### config.mk
export PLATFORM = sky130hd
export DESIGN_NAME = gpio_reg_arbiter_flat
export DESIGN_NICKNAME = d
export VERILOG_FILES = /design/src/rtl/gpio_reg_arbiter_if.sv /design/src/rtl/gpio_reg_arbiter.sv /design/src/flat_wrapper.sv
export SDC_FILE = /design/constraint.sdc
export NUM_CORES = 1
export LEC_CHECK = 0
export ABC_AREA = 1
export CORE_ASPECT_RATIO = 0.75
export CORE_MARGIN = 1.5
export CORE_UTILIZATION = 30
export DETAILED_ROUTE_END_ITERATION = 10
export SKIP_CTS_REPAIR_TIMING = 1
export SYNTH_ARGS = -nofsm -noshare
export SYNTH_HDL_FRONTEND = slang
export SYNTH_SLANG_ARGS = --single-unit
### constraint.sdc
create_clock -name clk -period 5.2 [get_ports clk]
set_clock_uncertainty 0.15 [all_clocks]
set_input_delay 0.78 -clock clk [delete_from_list [all_inputs] [get_ports clk]]
set_output_delay 0.78 -clock clk [all_outputs]
set_load 0.01 [all_outputs]
### src/rtl/gpio_reg_arbiter_if.sv
// gpio_reg_arbiter_if: one requester port of the GPIO register arbiter.
// Signals: req, addr[4:2], wben, r_wn, wdata (master->arbiter); ack, rdata (arbiter->master).
interface gpio_reg_arbiter_if #(
    parameter int DATA_W = 32,
    parameter int STRB_W = DATA_W / 8
);
    logic              req;
    logic [4:2]        addr;
    logic [STRB_W-1:0] wben;
    logic              r_wn;
    logic [DATA_W-1:0] wdata;
    logic              ack;
    logic [DATA_W-1:0] rdata;

    modport master (
        output req, addr, wben, r_wn, wdata,
        input  ack, rdata
    );

    modport slave (
        input  req, addr, wben, r_wn, wdata,
        output ack, rdata
    );
endinterface

### src/rtl/gpio_reg_arbiter.sv
// gpio_reg_arbiter: two-port arbiter/sequencer in front of the GPIO register file.
// Ports: clk, reset (async, active-high); m0/m1 requester interfaces (slave side);
//   rf_addr/rf_wben/rf_r_wn/rf_wdata out and rf_rdata in to the register file;
//   busy (FSM not idle), grant_id (owner of current/last transaction).
// Build option GPIO_ARB_RR_EN: round-robin arbitration; otherwise port 0 has fixed priority.
module gpio_reg_arbiter #(
    parameter int DATA_W = 32,
    parameter int STRB_W = DATA_W / 8
) (
    input  logic              clk,
    input  logic              reset,
    gpio_reg_arbiter_if.slave m0,
    gpio_reg_arbiter_if.slave m1,
    output logic [4:2]        rf_addr,
    output logic [STRB_W-1:0] rf_wben,
    output logic              rf_r_wn,
    output logic [DATA_W-1:0] rf_wdata,
    input  logic [DATA_W-1:0] rf_rdata,
    output logic              busy,
    output logic              grant_id
);

    typedef enum logic [1:0] {
        IDLE,
        ACCESS,
        CAPTURE,
        DONE
    } state_t;

    state_t state_q, state_d;

    logic [4:2]        addr_d;
    logic [STRB_W-1:0] wben_d;
    logic              r_wn_d;
    logic [DATA_W-1:0] wdata_d;
    logic              ack0_q, ack0_d;
    logic              ack1_q, ack1_d;
    logic [DATA_W-1:0] rdata0_q, rdata0_d;
    logic [DATA_W-1:0] rdata1_q, rdata1_d;
    logic              busy_d;
    logic              grant_d;
    logic              both;
    logic              pref;
    logic              win;

`ifdef GPIO_ARB_RR_EN
    // Port preferred on a tie: the one not granted last time.
    logic rr_q, rr_d;
    assign pref = rr_q;
`else
    assign pref = 1'b0;
`endif

    // A lone request always wins; a tie goes to the preferred port.
    assign both = m0.req & m1.req;
    assign win  = both ? pref : m1.req;

    assign m0.ack   = ack0_q;
    assign m1.ack   = ack1_q;
    assign m0.rdata = rdata0_q;
    assign m1.rdata = rdata1_q;

    always_comb begin
        state_d  = state_q;
        addr_d   = rf_addr;
        wben_d   = rf_wben;
        r_wn_d   = rf_r_wn;
        wdata_d  = rf_wdata;
        ack0_d   = 1'b0;
        ack1_d   = 1'b0;
        rdata0_d = rdata0_q;
        rdata1_d = rdata1_q;
        grant_d  = grant_id;
`ifdef GPIO_ARB_RR_EN
        rr_d     = rr_q;
`endif
        unique case (state_q)
            IDLE: begin
                if (m0.req || m1.req) begin
                    state_d = ACCESS;
                    grant_d = win;
                    addr_d  = win ? m1.addr  : m0.addr;
                    wben_d  = win ? m1.wben  : m0.wben;
                    r_wn_d  = win ? m1.r_wn  : m0.r_wn;
                    wdata_d = win ? m1.wdata : m0.wdata;
`ifdef GPIO_ARB_RR_EN
                    rr_d    = ~win;
`endif
                end
            end
            ACCESS: begin
                // Register file commits on this closing edge; bus goes idle.
                state_d = CAPTURE;
                wben_d  = '0;
                r_wn_d  = 1'b1;
            end
            CAPTURE: begin
                // rf_rdata now holds the registered post-access word.
                state_d = DONE;
                if (grant_id) begin
                    rdata1_d = rf_rdata;
                    ack1_d   = 1'b1;
                end else begin
                    rdata0_d = rf_rdata;
                    ack0_d   = 1'b1;
                end
            end
            DONE: begin
                state_d = IDLE;
            end
            default: begin
                state_d = IDLE;
            end
        endcase
        busy_d = (state_d != IDLE);
    end

    always_ff @(posedge clk or posedge reset) begin
        if (reset) begin
            state_q  <= IDLE;
            rf_addr  <= '0;
            rf_wben  <= '0;
            rf_r_wn  <= 1'b1;
            rf_wdata <= '0;
            ack0_q   <= 1'b0;
            ack1_q   <= 1'b0;
            rdata0_q <= '0;
            rdata1_q <= '0;
            busy     <= 1'b0;
            grant_id <= 1'b0;
        end else begin
            state_q  <= state_d;
            rf_addr  <= addr_d;
            rf_wben  <= wben_d;
            rf_r_wn  <= r_wn_d;
            rf_wdata <= wdata_d;
            ack0_q   <= ack0_d;
            ack1_q   <= ack1_d;
            rdata0_q <= rdata0_d;
            rdata1_q <= rdata1_d;
            busy     <= busy_d;
            grant_id <= grant_d;
        end
    end

`ifdef GPIO_ARB_RR_EN
    always_ff @(posedge clk or posedge reset) begin
        if (reset) begin
            rr_q <= 1'b0;
        end else begin
            rr_q <= rr_d;
        end
    end
`endif

endmodule
### src/flat_wrapper.sv
// flat-port wrapper written by rule: the top's interface ports become plain ports
module gpio_reg_arbiter_flat 
#(
    parameter int DATA_W = 32,
    parameter int STRB_W = DATA_W / 8
)
  (clk, reset, rf_addr, rf_wben, rf_r_wn, rf_wdata, rf_rdata, busy, grant_id, m0_req, m0_addr, m0_wben, m0_r_wn, m0_wdata, m0_ack, m0_rdata, m1_req, m1_addr, m1_wben, m1_r_wn, m1_wdata, m1_ack, m1_rdata);
  gpio_reg_arbiter_if #(.DATA_W(DATA_W), .STRB_W(STRB_W)) m0_i ();
  gpio_reg_arbiter_if #(.DATA_W(DATA_W), .STRB_W(STRB_W)) m1_i ();
  input  logic clk;
  input  logic reset;
  output logic [4:2] rf_addr;
  output logic [STRB_W-1:0] rf_wben;
  output logic rf_r_wn;
  output logic [DATA_W-1:0] rf_wdata;
  input  logic [DATA_W-1:0] rf_rdata;
  output logic busy;
  output logic grant_id;
  input wire logic [$bits(m0_i.req)-1:0] m0_req;
  input wire logic [$bits(m0_i.addr)-1:0] m0_addr;
  input wire logic [$bits(m0_i.wben)-1:0] m0_wben;
  input wire logic [$bits(m0_i.r_wn)-1:0] m0_r_wn;
  input wire logic [$bits(m0_i.wdata)-1:0] m0_wdata;
  output wire logic [$bits(m0_i.ack)-1:0] m0_ack;
  output wire logic [$bits(m0_i.rdata)-1:0] m0_rdata;
  input wire logic [$bits(m1_i.req)-1:0] m1_req;
  input wire logic [$bits(m1_i.addr)-1:0] m1_addr;
  input wire logic [$bits(m1_i.wben)-1:0] m1_wben;
  input wire logic [$bits(m1_i.r_wn)-1:0] m1_r_wn;
  input wire logic [$bits(m1_i.wdata)-1:0] m1_wdata;
  output wire logic [$bits(m1_i.ack)-1:0] m1_ack;
  output wire logic [$bits(m1_i.rdata)-1:0] m1_rdata;
  assign m0_i.req = m0_req;
  assign m0_i.addr = m0_addr;
  assign m0_i.wben = m0_wben;
  assign m0_i.r_wn = m0_r_wn;
  assign m0_i.wdata = m0_wdata;
  assign m0_ack = m0_i.ack;
  assign m0_rdata = m0_i.rdata;
  assign m1_i.req = m1_req;
  assign m1_i.addr = m1_addr;
  assign m1_i.wben = m1_wben;
  assign m1_i.r_wn = m1_r_wn;
  assign m1_i.wdata = m1_wdata;
  assign m1_ack = m1_i.ack;
  assign m1_rdata = m1_i.rdata;
  gpio_reg_arbiter #(.DATA_W(DATA_W), .STRB_W(STRB_W)) u_core (.clk(clk), .reset(reset), .m0(m0_i), .m1(m1_i), .rf_addr(rf_addr), .rf_wben(rf_wben), .rf_r_wn(rf_r_wn), .rf_wdata(rf_wdata), .rf_rdata(rf_rdata), .busy(busy), .grant_id(grant_id));
endmodule
==> metrics.md, run 1 <==
| Metric | Value |
|---|---|
| Layout cell share with drive strength beyond 1 | 0.0320 |
| Yosys top cell by area | dfrtp_1 |
| PwrDens | 559 nW/um^2 |
| First-pass GRT wire length | 21800 microns |
| Synth top area share | 0.581 |
| Max stage delay on crit path | 580 ps |
| Sw Share | 0.360 |
| DRT Pass-1 Iters | 4 |
| Synthesis-stage register bit count | 110 |
| Register area | 2750 sq um |
| Site Rows | 39 |
| Core Area | 15300 sq um |
| Worst skew pair latency | 330 ps |
| Slew Limit Fails | 0 |
| Status | finished, final reports clean |
| Port bufs | 223 |
| Net Sw Power | 0.00148 W |
| 1st-iter DRT viols | 211 |
| Reg clk slew, reported paths | 80 ps |
| GPL Wtd Cong | 0.836 |
| Critical Path End Type | flop |
| Final wirelength | 13100 microns |
| Mapped Area | 4700 sq um |
| Comb power frac | 0.468 |
| Post-synthesis sequential area ratio | 0.586 |
| Hold Fails Final Rpt | 0 |
| Post-Route Setup TNS | 0 ps |
| Max Clk Rate | 388 MHz |
| Hold crit path type | flop to flop |
| Worst endpoint required time | 5280 ps |
| Clock network fraction of design power | 0.161 |
| Width of the chip | 148 microns |
| Crit share post-route | 0.496 |
| DIE AREA | 16400 sq um |
| Clk buf depth | 2 |
| Critical path cell sequence | clkdlybuf4s50_1, inv_2, nand2_2, buf_4, nand2_1, nand2_1, o21ai_1 |
| Final setup viols | 0 |
| RSZ-0062 raised after global routing | false |
| Io pins | 224 |
| Die Ht | 111 microns |
| Kind of critical path | input pin to flop |
| Remaining DRCs | 0 |
| Post-synth EDFFs | 0 |
| Final core utilization | 0.482 |
| CTS root buffer | clkbuf_16 |
| Crit path max-delay cell type | clkdlybuf4s50_1 |
| Mapped Cells | 570 |
| WL/cell | 13.3 microns |
| Arr. time, crit path | 2660 ps |
| CTS tree | built |
| Nets | 897 |
| Filler cells | 1470 |
| CP most frequent cell | nand2_1 |
| # diodes | 0 |
| Lkg Pwr | 3.56 nW |
| Top_reg_cell synth | dfrtp_1 |
| Most common cell in the netlist | nand2_1 |
| Via count of the first global-routing pass | 4385 |
| CTS buffer count | 9 |
| Synthesized area per cell | 8.24 sq um |
| Slew headroom | 0.286 |
| ANT nets after route | 0 |
| Largest net degree at the start of global routing | 87 |
| Remaining Overflow, GRT | 0 |
| P_int | 0.00264 W |
| Ys Warns | 0 |
| CP Launch Type | input pin |
| Syn Nets | 690 |
| Least-Margin Pin Slew | 1070 ps |
| Initial core utilization | 0.308 |
| Synth top area cells | dfrtp_1 (58%), nand2_1 (16%), o21ai_0 (6.5%) |
| Post-layout minimum cycle time | 2580 ps |
| List of most frequent post-synthesis cells | nand2_1 (198), dfrtp_1 (109), inv_1 (78) |
| Max-cap violations | 0 |
| H-tree depth | 3 |
| Vias | 4324 |
| Sequential Power Share | 0.371 |
| Unique masters post-synth | 17 |
| Initial antenna violation count | 0 |
| Clock Sinks | 110 |
| Overall Global Routing Usage | 0.164 |
| Hpwl dp | 9620 microns |
| Multi-input logic area | 1520 sq um |
| Share of synthesized flip-flops with an asynchronous set or reset | 1.00 |
| Synth-to-layout area growth | 56.7% |
| VDD IR max | 215 uV |
| Worst Path Max Fanout | 40 |
| DR vias/cell | 4.38 |
layer usage:
layer,GRT usage,wire length [microns],vias up
met5,0,0,-
met4,0.0420,203,0
met3,0.0635,1270,16
met2,0.248,5620,184
met1,0.222,6010,1978
li1,-,-,2146
path summary, 6_finish.rpt:
check                                                 from                         endpoint  slack, ps  cells after the start
max                                                 m0_req  u_core.rf_wdata[25]$_DFFE_PP0P_       2620                      7
min                        u_core.m1.rdata[29]$_DFFE_PP0P_  u_core.m1.rdata[29]$_DFFE_PP0P_        340                      2
max reg2reg                    u_core.state_q[0]$_DFF_PP0_  u_core.rf_wdata[21]$_DFFE_PP0P_       3080                      6
min reg2reg                u_core.m1.rdata[29]$_DFFE_PP0P_  u_core.m1.rdata[29]$_DFFE_PP0P_        340                      2
max in group asynchronous                            reset   u_core.rf_wdata[6]$_DFFE_PP0P_       3030                      3
min in group asynchronous                            reset   u_core.rf_wdata[5]$_DFFE_PP0P_        890                      2
area by class of cell:
class                      count  share of cell area
sequential                   110               0.374
timing repair buffer         225               0.305
multi-input combinational    352               0.206
inverter                      79              0.0406
tap                          205              0.0348
clock buffer                  10              0.0311
clock inverter                 6             0.00765
through the flow:
stage / std cells / cell area [sq um] / total power, W / worst slack [ps] / hold WS, ps
after global routing: 987 / 7360 / 0.00443 / 2410 / 363
after global placement: 971 / 7080 / 0.00345 / 2320 / 317
final: 987 / 7360 / 0.00412 / 2620 / 338
after CTS: 987 / 7360 / 0.00417 / 2630 / 342
after detailed placement: 971 / 7080 / 0.00350 / 2260 / 323
after floorplan: 570 / 4700 / 0.00236 / 1370 / 340
power groups by stage:
stage / clock network, W / registers, W / logic, W
2_1_floorplan: 0 / 0.00170 / 0.000655
3_3_place_gp: 0 / 0.00152 / 0.00193
3_5_place_dp: 0 / 0.00154 / 0.00196
4_1_cts: 0.000684 / 0.00153 / 0.00196
5_1_grt: 0.000722 / 0.00158 / 0.00213
6_report: 0.000662 / 0.00153 / 0.00193
worst max-delay path: cells and delay by family:
| kind | cells | cell delay [ps] |
|---|---|---|
| buf+inv | 3 | 1090 |
| simple gates | 3 | 700 |
| compound gates | 1 | 60 |
kinds of logic after synthesis:
family | count (synthesis) | share of synthesized area
compound gates | 102 | 0.109
fa+ha+maj | 4 | 0.0107
flops | 110 | 0.586
simple gates | 246 | 0.201
buf+inv | 108 | 0.0929
flip-flops by register name, summed over array words and instances (netlist names):
register,flops
u_core.m1.ack,1
u_core.m1.rdata,32
u_core.busy,1
u_core.rf_r_wn,1
u_core.state_q,2
u_core.m0.ack,1
u_core.rf_addr,3
u_core.grant_id,1
u_core.m0.rdata,32
u_core.rf_wdata,32
u_core.rf_wben,4
placed cells by master (no fill, tap or decap), types with 4 or more instances in the layout:
cell / synthesis / routed
clkdlybuf4s50_1: 0 / 223
nand2_1: 198 / 196
dfrtp_1: 109 / 109
inv_1: 78 / 77
o21ai_0: 61 / 61
o21ai_1: 40 / 40
nor2_1: 38 / 38
clkbuf_16: 0 / 9
nand3_1: 8 / 8
ha_1: 4 / 4
Note: power is estimated with default switching activity, not from simulation.
==> inputs of run 2 (changes only) <==
Clock period 5.2 ns to 2.1 ns, I/O delays scaled along.
==> run 2 against run 1 <==
Effect of this change:
- count of clock-buffer cells in the layout did not move
- via count increased by 1.7%
- sequential power is 150% higher
- largest cell class unchanged
==> metrics.md, run 2 (same netlist as run 1, synthesis figures left out) <==
| Metric | Value |
|---|---|
| Status | finished, final reports clean |
| Hold crit path type | input pin to asynchronous set/reset pin |
| Nets | 910 |
| RR Endpoint | u_core.m0.rdata[20]$_DFFE_PP0P_ |
| CP Launch Type | flop |
| Port bufs | 223 |
| Final setup viols | 0 |
| VDD IR max | 422 uV |
| DRT Pass-1 Iters | 6 |
| Slew Limit Fails | 0 |
| # diodes | 0 |
| Hold Fails Final Rpt | 0 |
| Setup slack after layout | 230 ps |
| Critical Path End Type | primary output |
| Critical path depth in cells | 1 |
| DR vias/cell | 4.40 |
| Crit path max-delay cell type | dfstp_2 |
| Max-cap violations | 0 |
| Hpwl dp | 9930 microns |
| CTS tree | built |
| Initial core utilization | 0.308 |
| Kind of critical path | flop to primary output |
| Register-to-register setup slack | 290 ps |
| Commonest cells after routing, fill and taps aside | clkdlybuf4s50_1 (223), nand2_1 (196), dfrtp_1 (109), inv_1 (77), o21ai_0 (61) |
| Max stage delay on crit path | 540 ps |
| R2R cell count | 6 |
| Worst Setup SP | u_core.rf_r_wn$_DFFE_PP1P_ |
| Worst Path Buf+Inv | 1 |
| Slew headroom | 0.634 |
| CTS root buffer | clkbuf_16 |
| Worst skew pair latency | 350 ps |
| Finished Layout Cells | 1000 |
| DIE AREA | 16400 sq um |
| Clk buf depth | 2 |
| Final wirelength | 13500 microns |
| Via count of the first global-routing pass | 4356 |
| Design area | 7540 sq um |
| Remaining DRCs | 0 |
| Final core utilization | 0.493 |
| Commonest non-fill, non-tap cell in the layout | clkdlybuf4s50_1 |
| GPL Wtd Cong | 0.825 |
| Initial antenna violation count | 0 |
| Post-layout minimum cycle time | 1870 ps |
| Reg clk slew, reported paths | 80 ps |
| Synth-to-layout area growth | 60.4% |
| Post-Route Setup TNS | 0 ps |
| Least-Margin Pin Slew | 546 ps |
| Io pins | 224 |
| WL/cell | 13.5 microns |
| First-pass GRT wire length | 21800 microns |
| H-tree depth | 3 |
| Setup slack at placement | 20.2 ps |
| Remaining Overflow, GRT | 0 |
| Lkg Pwr | 3.65 nW |
| Placed cells | 983 |
| Max Clk Rate | 535 MHz |
| Clock Sinks | 110 |
| Critical path endpoint | rf_r_wn |
| Worst endpoint required time | 1630 ps |
| Die Ht | 111 microns |
| Arr. time, crit path | 1400 ps |
| Vias | 4399 |
| Crit share post-route | 0.890 |
| Largest net degree at the start of global routing | 77 |
| Critical path cell sequence | clkdlybuf4s50_1 |
| CTS buffer count | 9 |
| 1st-iter DRT viols | 186 |
| RSZ-0062 raised after global routing | false |
| Layout cell share with drive strength beyond 1 | 0.0478 |
| RR Startpoint | u_core.state_q[0]$_DFF_PP0_ |
| Width of the chip | 148 microns |
| Worst Path Max Fanout | 2 |
| Core Area | 15300 sq um |
| Overall Global Routing Usage | 0.168 |
| Crit path max-delay family | flip-flops |
| Placement Cell Area | 7240 sq um |
| Site Rows | 39 |
| ANT nets after route | 0 |
| PwrDens | 1380 nW/um^2 |
==> run 2: per-stage QoR <==
step / total power [W] / hold WS [ps]
3_3_place_gp: 0.00871 / 317
3_5_place_dp: 0.00882 / 322
5_1_grt: 0.0112 / 289
2_1_floorplan: 0.00584 / 312
4_1_cts: 0.0105 / 282
6_report: 0.0104 / 272
==> run 2: how the worst min path moves through the flow <==
| stage | from | endpoint | cells after the start |
|---|---|---|---|
| floorplan | rf_rdata[27] | u_core.m0.rdata[27]$_DFFE_PP0P_ | 2 |
| global placement | u_core.m1.rdata[12]$_DFFE_PP0P_ | u_core.m1.rdata[12]$_DFFE_PP0P_ | 2 |
| detailed placement | u_core.m1.rdata[4]$_DFFE_PP0P_ | u_core.m1.rdata[4]$_DFFE_PP0P_ | 2 |
| CTS | reset | u_core.m1.rdata[30]$_DFFE_PP0P_ | 3 |
| global route | reset | u_core.m1.rdata[30]$_DFFE_PP0P_ | 3 |
| finish | reset | u_core.m0.rdata[28]$_DFFE_PP0P_ | 3 |
==> run 2: layer usage <==
metal  global-route usage  share of wire
met4               0.0520          0.017
met5                    0              0
met3               0.0721          0.098
met2                0.252           0.43
met1                0.218           0.46
==> run 2: report_power, final <==
part | leakage, nW | internal (W) | switching (W) | total [W]
Clock | 0.141 | 0.000830 | 0.000817 | 0.00165
Combinational | 2.16 | 0.00265 | 0.00232 | 0.00497
Sequential | 1.35 | 0.00319 | 0.000587 | 0.00377
==> run 2: cell type report <==
| type | instances | area (sq um) |
|---|---|---|
| Clock inverter | 6 | 53.8 |
| Timing Repair Buffer | 237 | 2410 |
| Sequential cell | 110 | 2750 |
| Clock buffer | 10 | 229 |
| Tap cell | 205 | 256 |
| Inverter | 79 | 300 |
| Multi-Input combinational cell | 353 | 1530 |
| Fill cell | 1428 | 7740 |
==> inputs of run 3 (changes only) <==
Settings changed: CAP_MARGIN from default to 10, GPL_TIMING_DRIVEN from default to 0.
Clock period 2.1 ns to 1.55 ns, I/O delays scaled along.
==> run 3 against run 2 <==
Effect of this change:
- the run now ends with setup timing left
- via count grew 6.6%
- setup slack got worse by 340 ps
- first-iteration DRC count fell by 7.0%
- power grew 55%
- critical path depth up 9
- global-route usage is 1.5 points higher
- sequential power increased by 38%
- flip-flop and latch count is the same
- core utilization grew 7.5 points
- clock power up 46%
- sequential share of layout area fell by 4.8 points
- die area is the same
- critical endpoint is now u_core.rf_wdata[13]$_DFFE_PP0P_
- largest cell class is now non-clock buffers
- highest routed layer unchanged
==> metrics.md, run 3 (same netlist as run 1, synthesis figures left out) <==
| Metric | Value |
|---|---|
| Kind of critical path | flop to flop |
| Initial core utilization | 0.308 |
| Port bufs | 223 |
| Lkg Pwr | 5.30 nW |
| PwrDens | 1860 nW/um^2 |
| Remaining DRCs | 0 |
| Final core utilization | 0.568 |
| Least-Margin Pin Slew | 332 ps |
| Vias | 4689 |
| Nets | 947 |
| Arr. time, crit path | 1800 ps |
| Commonest non-fill, non-tap cell in the layout | nand2_1 |
| GPL Wtd Cong | 0.844 |
| Largest net degree at the start of global routing | 40 |
| 1st-iter DRT viols | 173 |
| Final setup viols | 64 |
| Post-Route Setup TNS | -3610 ps |
| Slew Limit Fails | 0 |
| WL/cell | 15.1 microns |
| Critical Path End Type | flop |
| Commonest cells after routing, fill and taps aside | nand2_1 (145), clkdlybuf4s50_1 (113), dlymetal6s2s_1 (110), dfrtp_1 (109), inv_1 (73) |
| DRT Pass-1 Iters | 4 |
| Clock Sinks | 110 |
| Die Ht | 111 microns |
| Status | complete, but fails checks |
| Slew headroom | 0.778 |
| Final wirelength | 15700 microns |
| Worst Path Max Fanout | 4 |
| First-pass GRT wire length | 23900 microns |
| Critical path cell sequence | inv_2, buf_6, ha_4, inv_4, nor2_4, buf_6, buf_6, buf_4, nand2_2, o21ai_2 |
| Overall Global Routing Usage | 0.183 |
| Initial antenna violation count | 0 |
| Reg clk slew, reported paths | 80 ps |
| Worst endpoint required time | 1690 ps |
| Post-layout minimum cycle time | 1660 ps |
| CP Launch Type | flop |
| Hpwl dp | 11300 microns |
| Finished Layout Cells | 1037 |
| Clk buf depth | 2 |
| CTS buffer count | 9 |
| CTS root buffer | clkbuf_16 |
| Site Rows | 39 |
| DR vias/cell | 4.52 |
| Io pins | 224 |
| Setup slack after layout | -113 ps |
| CTS tree | built |
| Max stage delay on crit path | 390 ps |
| Hold Fails Final Rpt | 0 |
| Synth-to-layout area growth | 84.8% |
| Hold crit path type | input pin to asynchronous set/reset pin |
| Core Area | 15300 sq um |
| CP most frequent cell | buf_6 |
| # diodes | 0 |
| DIE AREA | 16400 sq um |
| RSZ-0062 raised after global routing | true |
| Crit path max-delay cell type | dfrtp_1 |
| Layout cell share with drive strength beyond 1 | 0.203 |
| Worst skew pair latency | 340 ps |
| VDD IR max | 865 uV |
| ANT nets after route | 0 |
| Max-cap violations | 0 |
| Via count of the first global-routing pass | 4736 |
| Max Clk Rate | 601 MHz |
| Remaining Overflow, GRT | 0 |
| Placed cells | 1001 |
| Width of the chip | 148 microns |
| Failing checks | setup timing |
| Crit share post-route | 1.07 |
| H-tree depth | 3 |
[run 3: area by class of cell]
class	instances	area, sq um
repair buffers	246	2840
clock inverters	5	63.8
fillers	1330	6590
plain buffers	29	309
well taps	205	256
multi-input cells	352	1920
inverters	79	303
clock buffers	11	243
flip-flops and latches	110	2750
[run 3: critical path, delay by kind of cell, from the launching register on]
kind                       cells  cell delay [ps]
and+or+nand+nor                2              190
buffers and inverters          6              620
DFF                            1              390
adders and majority gates      1              150
AOI/OAI and AO/OA              1              100
[run 3: per-layer routing]
metal	vias to the layer above	GRT usage	wire length [microns]
met2	204	0.298	7400
li1	2255	-	-
met1	2215	0.223	6580
met4	0	0.0533	201
met3	15	0.0734	1490
met5	-	0	0
[run 3: per-stage QoR]
stage / instance area [sq um] / worst slack (ps) / hold WS, ps / power [W]
after floorplan: 4720 / -161 / 230 / 0.00797
after CTS: 7570 / -345 / 13.7 / 0.0145
final: 8680 / -113 / 20.3 / 0.0161
after global placement: 7210 / -1220 / 317 / 0.0118
after global routing: 8680 / -187 / 22.8 / 0.0172
after detailed placement: 7270 / -479 / 325 / 0.0120
[run 3: power breakdown]
group          internal [W]  switching, W
registers           0.00432      0.000883
clock network       0.00132       0.00109
logic               0.00452       0.00402
[run 3: worst paths after layout]
path	from	to	slack, ps	cells past startpoint
worst max-delay path	u_core.state_q[0]$_DFF_PP0_	u_core.rf_wdata[13]$_DFFE_PP0P_	-110	10
worst min-delay path	reset	u_core.rf_wdata[6]$_DFFE_PP0P_	20	2
worst max register to register	u_core.state_q[0]$_DFF_PP0_	u_core.rf_wdata[13]$_DFFE_PP0P_	-110	10
worst min register to register	u_core.rf_wdata[31]$_DFFE_PP0P_	u_core.rf_wdata[31]$_DFFE_PP0P_	330	2
max in group asynchronous	reset	u_core.m1.rdata[6]$_DFFE_PP0P_	550	4
min in group clk	m1_req	u_core.rf_r_wn$_DFFE_PP1P_	250	5
